File: config.mk
export PLATFORM = sky130hd
export DESIGN_NAME = prefetch_loader_flat
export DESIGN_NICKNAME = d
export VERILOG_FILES = /design/src/rtl/prefetch_loader_if.sv /design/src/rtl/prefetch_loader.sv /design/src/flat_wrapper.sv
export SDC_FILE = /design/constraint.sdc
export NUM_CORES = 1
export LEC_CHECK = 0
export CAP_MARGIN = 25
export CORE_MARGIN = 5
export CORE_UTILIZATION = 35
export CTS_BUF_LIST = sky130_fd_sc_hd__clkbuf_4
export DETAILED_ROUTE_END_ITERATION = 7
export PLACE_DENSITY_LB_ADDON = 0.15
export SETUP_SLACK_MARGIN = 0.5
export SLEW_MARGIN = 20
export SYNTH_ARGS = -nofsm -noshare
export SYNTH_HDL_FRONTEND = slang
export SYNTH_SLANG_ARGS = --single-unit
File: constraint.sdc
create_clock -name clk -period 4.9 [get_ports clk]
set_clock_uncertainty 0.1 [all_clocks]
set_input_delay 0.98 -clock clk [delete_from_list [all_inputs] [get_ports clk]]
set_output_delay 0.98 -clock clk [all_outputs]
set_load 0.01 [all_outputs]
File: src/rtl/prefetch_loader_if.sv
`timescale 1ns/1ps
`default_nettype none
// ============================================================================
// Module   : prefetch_loader_if
// Purpose  : Job request, memory read port and buffer fill signals of the
//            prefetch loader, bundled for connection between blocks.
// Revision : 1.0 - initial release
// ============================================================================
interface prefetch_loader_if;
    // Job request / status
    logic        start;
    logic [31:0] start_address;
    logic [31:0] length;
    logic        busy;
    logic        done;
    logic        overflow;

    // Memory read port
    logic        mem_req_valid;
    logic        mem_req_ready;
    logic [31:0] mem_req_addr;
    logic        mem_rsp_valid;
    logic [63:0] mem_rsp_data;

    // Prefetch buffer fill side
    logic        wait_prefetch_enable;
    logic        prefetch_enable;
    logic        prefetch_finish;
    logic [31:0] buf_start_address;
    logic [31:0] buf_length;
    logic        buf_write;
    logic [31:0] buf_addr;
    logic [63:0] buf_data;

    // Loader side
    modport master (
        input  start, start_address, length,
        output busy, done, overflow,
        output mem_req_valid, mem_req_addr,
        input  mem_req_ready, mem_rsp_valid, mem_rsp_data,
        output wait_prefetch_enable, prefetch_enable, prefetch_finish,
        output buf_start_address, buf_length, buf_write, buf_addr, buf_data
    );

    // Environment side (job source, memory and buffer)
    modport slave (
        output start, start_address, length,
        input  busy, done, overflow,
        input  mem_req_valid, mem_req_addr,
        output mem_req_ready, mem_rsp_valid, mem_rsp_data,
        input  wait_prefetch_enable, prefetch_enable, prefetch_finish,
        input  buf_start_address, buf_length, buf_write, buf_addr, buf_data
    );
endinterface
`default_nettype wire

File: src/rtl/prefetch_loader.sv
`timescale 1ns/1ps
`default_nettype none
// ============================================================================
// Module   : prefetch_loader
// Purpose  : Fill-side engine of a prefetch buffer. Arms and enables the
//            buffer, issues single-beat 64-bit memory reads with a bounded
//            number in flight, writes each returning beat at its index and
//            signals completion.
// Revision : 1.0 - initial release
// ============================================================================
module prefetch_loader #(
    parameter int DEPTH           = 4096,
    parameter int MAX_OUTSTANDING = 8
) (
    input wire                clk,
    input wire                rst,
    prefetch_loader_if.master bus
);

    // Beat counters need one extra bit so that a full-DEPTH job is representable
    localparam int            AW        = (DEPTH > 1) ? $clog2(DEPTH) : 1;
    localparam int            CW        = AW + 1;
    localparam logic [CW-1:0] C_DEPTH   = CW'(DEPTH);
    localparam logic [3:0]    C_MAX_OUT = 4'(MAX_OUTSTANDING);

    typedef enum logic [2:0] {
        S_IDLE   = 3'd0,
        S_ARM    = 3'd1,
        S_ENABLE = 3'd2,
        S_FETCH  = 3'd3,
        S_FINISH = 3'd4
    } state_t;

    // Control state
    state_t        state_q, state_d;
    logic [CW-1:0] nbeats_q;
    logic [CW-1:0] issued_q, issued_d;
    logic [CW-1:0] received_q, received_d;
    logic [3:0]    outstanding_q, outstanding_d;

    // Latched job
    logic [31:0]   base_q;
    logic [31:0]   start_addr_q;
    logic [31:0]   length_q;
    logic          overflow_q;

    // Registered outputs
    logic          busy_q, busy_d;
    logic          done_q, done_d;
    logic          req_valid_q, req_valid_d;
    logic [31:0]   req_addr_q, req_addr_d;
    logic          wait_en_q, wait_en_d;
    logic          pf_en_q, pf_en_d;
    logic          pf_fin_q, pf_fin_d;
    logic          buf_write_q, buf_write_d;
    logic [31:0]   buf_addr_q, buf_addr_d;
    logic [63:0]   buf_data_q, buf_data_d;

    // Job decode and handshake qualifiers
    logic [29:0]   job_beats;
    logic          job_clamp;
    logic [CW-1:0] job_nbeats;
    logic          start_take;
    logic          req_accept;
    logic          rsp_take;

    // Beat count of the job on the start inputs; 33-bit sum so a byte count
    // near 4 GiB cannot wrap to a short job
    always_comb begin
        job_beats  = 30'(({30'd0, bus.start_address[2:0]} + {1'b0, bus.length} + 33'd7) >> 3);
        job_clamp  = (job_beats > 30'(DEPTH));
        job_nbeats = job_clamp ? C_DEPTH : CW'(job_beats);
    end

    assign start_take = (state_q == S_IDLE) && bus.start;
    assign req_accept = req_valid_q && bus.mem_req_ready;
    // A response with nothing outstanding is a leftover from before a reset
    assign rsp_take   = bus.mem_rsp_valid && (outstanding_q != 4'd0);

    // Next state and counter updates
    always_comb begin
        state_d       = state_q;
        issued_d      = issued_q;
        received_d    = received_q;
        outstanding_d = outstanding_q;

        if (req_accept) begin
            issued_d = issued_q + CW'(1);
        end
        if (rsp_take) begin
            received_d = received_q + CW'(1);
        end
        case ({req_accept, rsp_take})
            2'b10:   outstanding_d = outstanding_q + 4'd1;
            2'b01:   outstanding_d = outstanding_q - 4'd1;
            default: outstanding_d = outstanding_q;
        endcase

        case (state_q)
            S_IDLE: begin
                if (bus.start) begin
                    state_d       = S_ARM;
                    issued_d      = '0;
                    received_d    = '0;
                    outstanding_d = '0;
                end
            end
            S_ARM:    state_d = S_ENABLE;
            S_ENABLE: state_d = (nbeats_q == '0) ? S_FINISH : S_FETCH;
            // received reaches nbeats in the cycle the last write is driven
            S_FETCH: begin
                if (received_q == nbeats_q) begin
                    state_d = S_FINISH;
                end
            end
            S_FINISH: state_d = S_IDLE;
            default:  state_d = S_IDLE;
        endcase
    end

    // Output values for the next cycle, derived from the next state so every
    // output leaves a flop
    always_comb begin
        busy_d      = (state_d != S_IDLE);
        done_d      = (state_d == S_FINISH);
        wait_en_d   = (state_d == S_ARM);
        pf_en_d     = (state_d == S_ENABLE);
        pf_fin_d    = (state_d == S_FINISH);
        // issued only moves on an accept, so a stalled request holds its address
        req_valid_d = (state_d == S_FETCH) && (issued_d < nbeats_q) &&
                      (outstanding_d < C_MAX_OUT);
        req_addr_d  = base_q + (32'(issued_d) << 3);
        buf_write_d = rsp_take;
        buf_addr_d  = buf_addr_q;
        buf_data_d  = buf_data_q;
        if (rsp_take) begin
            buf_addr_d = 32'(received_q[AW-1:0]);
            buf_data_d = bus.mem_rsp_data;
        end
    end

    // State register, counters and job latch
    always_ff @(posedge clk or negedge rst) begin
        if (!rst) begin
            state_q       <= S_IDLE;
            issued_q      <= '0;
            received_q    <= '0;
            outstanding_q <= '0;
            nbeats_q      <= '0;
            base_q        <= '0;
            start_addr_q  <= '0;
            length_q      <= '0;
            overflow_q    <= 1'b0;
        end else begin
            state_q       <= state_d;
            issued_q      <= issued_d;
            received_q    <= received_d;
            outstanding_q <= outstanding_d;
            if (start_take) begin
                start_addr_q <= bus.start_address;
                length_q     <= bus.length;
                base_q       <= {bus.start_address[31:3], 3'b000};
                nbeats_q     <= job_nbeats;
                overflow_q   <= job_clamp;
            end
        end
    end

    // Output registers
    always_ff @(posedge clk or negedge rst) begin
        if (!rst) begin
            busy_q      <= 1'b0;
            done_q      <= 1'b0;
            req_valid_q <= 1'b0;
            req_addr_q  <= '0;
            wait_en_q   <= 1'b0;
            pf_en_q     <= 1'b0;
            pf_fin_q    <= 1'b0;
            buf_write_q <= 1'b0;
            buf_addr_q  <= '0;
            buf_data_q  <= '0;
        end else begin
            busy_q      <= busy_d;
            done_q      <= done_d;
            req_valid_q <= req_valid_d;
            req_addr_q  <= req_addr_d;
            wait_en_q   <= wait_en_d;
            pf_en_q     <= pf_en_d;
            pf_fin_q    <= pf_fin_d;
            buf_write_q <= buf_write_d;
            buf_addr_q  <= buf_addr_d;
            buf_data_q  <= buf_data_d;
        end
    end

    assign bus.busy                 = busy_q;
    assign bus.done                 = done_q;
    assign bus.overflow             = overflow_q;
    assign bus.mem_req_valid        = req_valid_q;
    assign bus.mem_req_addr         = req_addr_q;
    assign bus.wait_prefetch_enable = wait_en_q;
    assign bus.prefetch_enable      = pf_en_q;
    assign bus.prefetch_finish      = pf_fin_q;
    assign bus.buf_start_address    = start_addr_q;
    assign bus.buf_length           = length_q;
    assign bus.buf_write            = buf_write_q;
    assign bus.buf_addr             = buf_addr_q;
    assign bus.buf_data             = buf_data_q;

endmodule
`default_nettype wire
File: src/flat_wrapper.sv
// flat-port wrapper written by rule: the top's interface ports become plain ports
module prefetch_loader_flat 
#(
    parameter int DEPTH           = 4096,
    parameter int MAX_OUTSTANDING = 8
)
  (clk, rst, bus_start, bus_start_address, bus_length, bus_busy, bus_done, bus_overflow, bus_mem_req_valid, bus_mem_req_addr, bus_mem_req_ready, bus_mem_rsp_valid, bus_mem_rsp_data, bus_wait_prefetch_enable, bus_prefetch_enable, bus_prefetch_finish, bus_buf_start_address, bus_buf_length, bus_buf_write, bus_buf_addr, bus_buf_data);
  prefetch_loader_if bus_i ();
  input wire clk;
  input wire rst;
  input wire logic [$bits(bus_i.start)-1:0] bus_start;
  input wire logic [$bits(bus_i.start_address)-1:0] bus_start_address;
  input wire logic [$bits(bus_i.length)-1:0] bus_length;
  output wire logic [$bits(bus_i.busy)-1:0] bus_busy;
  output wire logic [$bits(bus_i.done)-1:0] bus_done;
  output wire logic [$bits(bus_i.overflow)-1:0] bus_overflow;
  output wire logic [$bits(bus_i.mem_req_valid)-1:0] bus_mem_req_valid;
  output wire logic [$bits(bus_i.mem_req_addr)-1:0] bus_mem_req_addr;
  input wire logic [$bits(bus_i.mem_req_ready)-1:0] bus_mem_req_ready;
  input wire logic [$bits(bus_i.mem_rsp_valid)-1:0] bus_mem_rsp_valid;
  input wire logic [$bits(bus_i.mem_rsp_data)-1:0] bus_mem_rsp_data;
  output wire logic [$bits(bus_i.wait_prefetch_enable)-1:0] bus_wait_prefetch_enable;
  output wire logic [$bits(bus_i.prefetch_enable)-1:0] bus_prefetch_enable;
  output wire logic [$bits(bus_i.prefetch_finish)-1:0] bus_prefetch_finish;
  output wire logic [$bits(bus_i.buf_start_address)-1:0] bus_buf_start_address;
  output wire logic [$bits(bus_i.buf_length)-1:0] bus_buf_length;
  output wire logic [$bits(bus_i.buf_write)-1:0] bus_buf_write;
  output wire logic [$bits(bus_i.buf_addr)-1:0] bus_buf_addr;
  output wire logic [$bits(bus_i.buf_data)-1:0] bus_buf_data;
  assign bus_i.start = bus_start;
  assign bus_i.start_address = bus_start_address;
  assign bus_i.length = bus_length;
  assign bus_busy = bus_i.busy;
  assign bus_done = bus_i.done;
  assign bus_overflow = bus_i.overflow;
  assign bus_mem_req_valid = bus_i.mem_req_valid;
  assign bus_mem_req_addr = bus_i.mem_req_addr;
  assign bus_i.mem_req_ready = bus_mem_req_ready;
  assign bus_i.mem_rsp_valid = bus_mem_rsp_valid;
  assign bus_i.mem_rsp_data = bus_mem_rsp_data;
  assign bus_wait_prefetch_enable = bus_i.wait_prefetch_enable;
  assign bus_prefetch_enable = bus_i.prefetch_enable;
  assign bus_prefetch_finish = bus_i.prefetch_finish;
  assign bus_buf_start_address = bus_i.buf_start_address;
  assign bus_buf_length = bus_i.buf_length;
  assign bus_buf_write = bus_i.buf_write;
  assign bus_buf_addr = bus_i.buf_addr;
  assign bus_buf_data = bus_i.buf_data;
  prefetch_loader #(.DEPTH(DEPTH), .MAX_OUTSTANDING(MAX_OUTSTANDING)) u_core (.clk(clk), .rst(rst), .bus(bus_i));
endmodule
==> flow_metrics.tcl, run 1 <==
set metrics [dict create \
    synth-seq-area-share 0.530 \
    overflow 0 \
    cts-resized-gates 0 \
    hold_path.class "input pin to async pin" \
    syn-cell-area_um2 10500 \
    track_usage 0.173 \
    num-nets-final 1669 \
    crit_arrival_ns 4.39 \
    met2_usage 0.270 \
    yosysTopAreaCellShare 0.530 \
    rsz0062_at_grt "false" \
    setup_viol 0 \
    rrSetupSlack_ns 1.29 \
    ys_ff_latch 222 \
    routed_wl_mm 29.5 \
    drv_cap 0 \
    final.period_utilization 0.809 \
    vias 8973 \
    gr-usage-met3 0.0680 \
    p_total_w 0.00622 \
    outcome "complete, no violations" \
    post_cts_buffers 0 \
    cts.path.max_buffers 3 \
    clkTransAtPathRegs_ns 0.06 \
    crit_type "input pin to register" \
    die_x_um 183 \
    synth_enable_flop_cells 0 \
    rows 63 \
    cts-root-buf "clkbuf_4" \
    met1_usage 0.220 \
    die-area_um2 33500 \
    ys_types 59 \
    insertion_delay_ns 0.65 \
    grt_max_degree 105 \
    core_um2 29600 \
    ys.warnings.count 0 \
    final_core_util 0.501 \
    synthCells 1151 \
    htree_levels 3 \
    crit_chain "clkdlybuf4s50_1 > inv_1 > ha_1 > inv_1 > ha_1 > nor2b_1 > a211o_1 > nand4_1 > nor3_1 > nand4_1 > a2111oi_2 > nand4_1 > buf_4 > o21a_1" \
    top_usage_layer "met2" \
    startpoint "bus_length[2]" \
    dp_hpwl_mm 21.2 \
    cellPowerDensity_nw_per_um2 418 \
    gp_congestion 0.818 \
    critPathLaunchType "input pin" \
    r2r_start "u_core.state_q[0]" \
    cts-hold-fix-buffers 0 \
    max-vdd-ir-drop_mv 0.171 \
    drive_gt1_frac 0.0849 \
    first_pass_iters 4 \
    ios 333 \
    avgViaCountPerCell 4.64 \
    slew_violations 0 \
    synthTopCellsByArea "dfrtp_1 53%, nand2_1 15%, ha_1 4.1%" \
    path_common_cell "nand4_1" \
    grt_first_pass_wirelength_mm 47.8 \
    initialDrtViolationCount 304 \
    routedWlPerCell_um 15.2 \
    route.detailed.drc 0 \
    layout_commonest_cell "nand2_1" \
    crit_fanout 9 \
    grt_pass1_vias 9288 \
    synth_top_area_cell "dfrtp_1" \
    area_delta_synth_final_pct 41.7 \
    finalCriticalPeriod_ns 3.97 \
    antenna_found_initial 1 \
    start_util 0.354 \
    io_buffers 309 \
    cts.sinks 222 \
    ys.flop_type "dfrtp_1" \
    endpoint_kind "register" \
    whs_ns 0.286 \
    cts_tree "yes" \
    cp_data_required_time_ns 5.33 \
    die_y_um 183 \
    relSlewSlack 0.423 \
    ant_nets 0 \
    avgSynthCellArea_um2 9.11 \
    setup_tns_ns 0 \
    crit_slowest_cell "a2111oi_2" \
    cts_made_buffers 66 \
    leakage_nw 7.09 \
    timing.fmax_mhz 252 \
    tightest_slew_ns 0.866 \
    hold_viol 0 \
    async_reset_ff_frac 1.00 \
    final_cell_mix "433 x nand2_1, 308 x clkdlybuf4s50_1, 222 x dfrtp_1" \
    critPathMaxStageDelay_ns 0.48 \
]
[Yosys cell counts (all sizes together), types with 13 or more instances]
master / number
a21oi: 23
and3: 15
buf: 27
clkbuf: 38
dfrtp: 222
ha: 34
inv: 34
nand2: 433
nand3: 21
nand4: 19
nor2: 48
nor3: 13
o21ai: 30
xnor2: 44
xor2: 32
[critical path, delay by kind of cell]
family                   cells  cell delay [ns]
AO/OA/AOI/OAI                3             0.81
adder cells (fa/ha/maj)      2             0.53
buffers and inverters        4             0.78
AND/OR/NAND/NOR              5             1.27
[routing by layer]
metal	routed length, µm	up-vias	share of wire
li1	-	4452	-
met2	13200	324	0.45
met4	554	0	0.019
met5	0	-	0
met1	12800	4154	0.43
met3	2870	43	0.097
[area by class of cell]
class	instances	area, µm²
diodes	1	2.50
clock buffers	95	713
clock inverters	16	176
fillers	2815	14800
inverters	34	129
multi-input cells	852	4560
flip-flops and latches	222	5560
well taps	390	488
repair buffers	324	3240
[cells by family (layout without fill, tap and decap cells)]
family | Yosys count | in the layout | synth area share
buffers and inverters | 99 | 469 | 0.0446
flip-flops | 222 | 222 | 0.530
adder cells (fa/ha/maj) | 36 | 36 | 0.0444
other | 1 | 24 | 0.000357
AO/OA/AOI/OAI | 102 | 102 | 0.0623
multiplexers | 8 | 8 | 0.00763
XOR/XNOR | 76 | 76 | 0.0634
AND/OR/NAND/NOR | 607 | 607 | 0.248
[final timing paths]
path | to | cells past startpoint
worst max register to register | u_core.bus.mem_req_addr[28] | 12
max in group asynchronous | u_core.bus.buf_start_address[28] | 2
worst min register to register | u_core.bus.buf_addr[6] | 2
worst max-delay path | u_core.bus.overflow | 14
worst min-delay path | u_core.bus.buf_data[60] | 1
min in group clk | u_core.bus.buf_addr[6] | 2
[stage by stage]
step	cells	worst slack (ns)	instance area, µm²
2_1_floorplan	1173	0.552	10600
3_3_place_gp	1822	0.303	14000
3_5_place_dp	1822	0.277	14000
4_1_cts	1933	0.981	14900
5_1_grt	1934	0.667	14900
6_report	1934	0.934	14900
[state kept, by name (all words and copies together), names as in the netlist, 3 cells and up]
name	count
u_core.state_q	3
u_core.bus.mem_req_addr	29
u_core.outstanding_q	4
u_core.bus.buf_length	32
u_core.bus.buf_addr	12
u_core.bus.buf_data	64
u_core.received_q	13
u_core.bus.buf_start_address	32
u_core.issued_q	13
u_core.nbeats_q	13
[power by group]
part           leakage [nW]  switching [W]  internal [W]
logic                  3.79       0.000913      0.000972
registers              2.78       0.000254       0.00220
clock network         0.520       0.000780       0.00110
(Power assumes the default switching activity.)
==> run 2: changes to the inputs <==
==> constraint.sdc (replaced) <==
create_clock -name clk -period 3.9 [get_ports clk]
set_clock_uncertainty 0.1 [all_clocks]
set_input_delay 0.78 -clock clk [delete_from_list [all_inputs] [get_ports clk]]
set_output_delay 0.78 -clock clk [all_outputs]
set_load 0.01 [all_outputs]
==> flow_metrics.tcl, run 2 (same netlist as run 1, synthesis figures left out) <==
set metrics [dict create \
    timing.fmax_mhz 290 \
    drive_gt1_frac 0.147 \
    ios 333 \
    slew_violations 0 \
    finalCriticalPeriod_ns 3.45 \
    insertion_delay_ns 0.69 \
    die-area_um2 33500 \
    endpoint_kind "register" \
    num-nets-final 1736 \
    drv_cap 0 \
    whs_ns 0.345 \
    routedWlPerCell_um 15.0 \
    io_buffers 309 \
    p_total_w 0.00767 \
    cts.sinks 222 \
    cts.path.max_buffers 3 \
    r2r_start "u_core.state_q[1]" \
    max-vdd-ir-drop_mv 0.223 \
    initialDrtViolationCount 332 \
    tightest_slew_ns 0.841 \
    cts-root-buf "clkbuf_4" \
    hold_viol 0 \
    htree_levels 2 \
    startpoint "bus_start" \
    vias 9229 \
    relSlewSlack 0.440 \
    final.period_utilization 0.884 \
    hold_path.class "input pin to register" \
    ant_nets 0 \
    worst_slack_ns 0.454 \
    rows 63 \
    overflow 0 \
    setup_viol 0 \
    grt_first_pass_wirelength_mm 48.7 \
    antenna_found_initial 1 \
    setup_tns_ns 0 \
    clkTransAtPathRegs_ns 0.07 \
    route.detailed.drc 0 \
    hp-start "bus_start_address[2]" \
    largest_register_ffs 64 \
    dpl_worst_slack_ns -0.436 \
    final_core_util 0.524 \
    final_cell_mix "432 x nand2_1, 303 x clkdlybuf4s50_1, 221 x dfrtp_1" \
    cts_made_buffers 60 \
    outcome "complete, no violations" \
    reg2regPathDepth 12 \
    cts_tree "yes" \
    crit_fanout 9 \
    grt_max_degree 84 \
    critPathLaunchType "input pin" \
    layout_commonest_cell "nand2_1" \
    leakage_nw 7.51 \
    holdPathStages 3 \
    area_delta_synth_final_pct 48.1 \
    die_y_um 183 \
    die_x_um 183 \
    track_usage 0.175 \
    grt_pass1_vias 9581 \
    routed_wl_mm 29.9 \
    rsz0062_at_grt "true" \
    start_util 0.354 \
    crit_type "input pin to register" \
    avgViaCountPerCell 4.61 \
    dp_hpwl_mm 21.7 \
    crit_arrival_ns 3.92 \
    core_um2 29600 \
    cellPowerDensity_nw_per_um2 494 \
    gp_congestion 0.825 \
    first_pass_iters 4 \
    cp_data_required_time_ns 4.38 \
]
## run 2: worst max-delay path, stage by stage
cell	delay, ns
clkdlybuf4s50_1	0.47
or4b_4	0.53
clkinv_8	0.10
nor2_1	0.06
ha_1	0.34
nand2_2	0.07
o211ai_1	0.27
a311oi_2	0.16
o31ai_2	0.33
a41oi_2	0.19
o211a_4	0.33
nand2b_4	0.16
xnor2_2	0.12
## run 2: per-stage QoR
| stage | instances | cell area (µm²) |
|---|---|---|
| 6_report | 2001 | 15500 |
| 2_1_floorplan | 1173 | 10700 |
| 3_5_place_dp | 1886 | 14500 |
| 5_1_grt | 2001 | 15500 |
| 3_3_place_gp | 1886 | 14500 |
| 4_1_cts | 1993 | 15400 |
## run 2: cell type report
| class | count | area (µm²) |
|---|---|---|
| Tap cell | 390 | 488 |
| Inverter | 34 | 140 |
| Fill cell | 2817 | 14100 |
| Sequential cell | 222 | 5560 |
| Clock buffer | 91 | 683 |
| Timing Repair Buffer | 397 | 3810 |
| Multi-Input combinational cell | 852 | 4780 |
| Antenna cell | 2 | 5.00 |
| Clock inverter | 13 | 75.1 |
## run 2: what timing repair did
action | in CTS | in global routing
gates cloned | 1 | 0
endpoints found under the hold margin | 50 | 0
gates resized for setup | 13 | 35
setup buffers | 1 | 6
endpoints found under the setup margin | 18 | 31
pin swaps | 12 | 21
hold buffers | 1 | 0
## run 2: final timing paths
path,to,slack [ns]
max,u_core.bus.mem_req_addr[24],0.45
min,u_core.bus.buf_start_address[2],0.35
max reg2reg,u_core.bus.mem_req_addr[24],0.54
min reg2reg,u_core.bus.buf_data[56],0.37
max in group asynchronous,u_core.state_q[0],2.15
min in group asynchronous,u_core.bus.buf_data[0],0.61
## run 2: layer usage
metal	GRT usage	routed length, µm	vias up
met4	0.0447	533	0
met5	0	0	-
met1	0.214	12600	4303
met3	0.0668	2730	41
met2	0.292	14000	289
li1	-	-	4596
## run 2: power by group
| part | total (W) | internal, W | switching, W |
|---|---|---|---|
| Clock | 0.00205 | 0.00112 | 0.000939 |
| Combinational | 0.00254 | 0.00135 | 0.00119 |
| Sequential | 0.00308 | 0.00276 | 0.000320 |
| Total | 0.00767 | 0.00523 | 0.00245 |
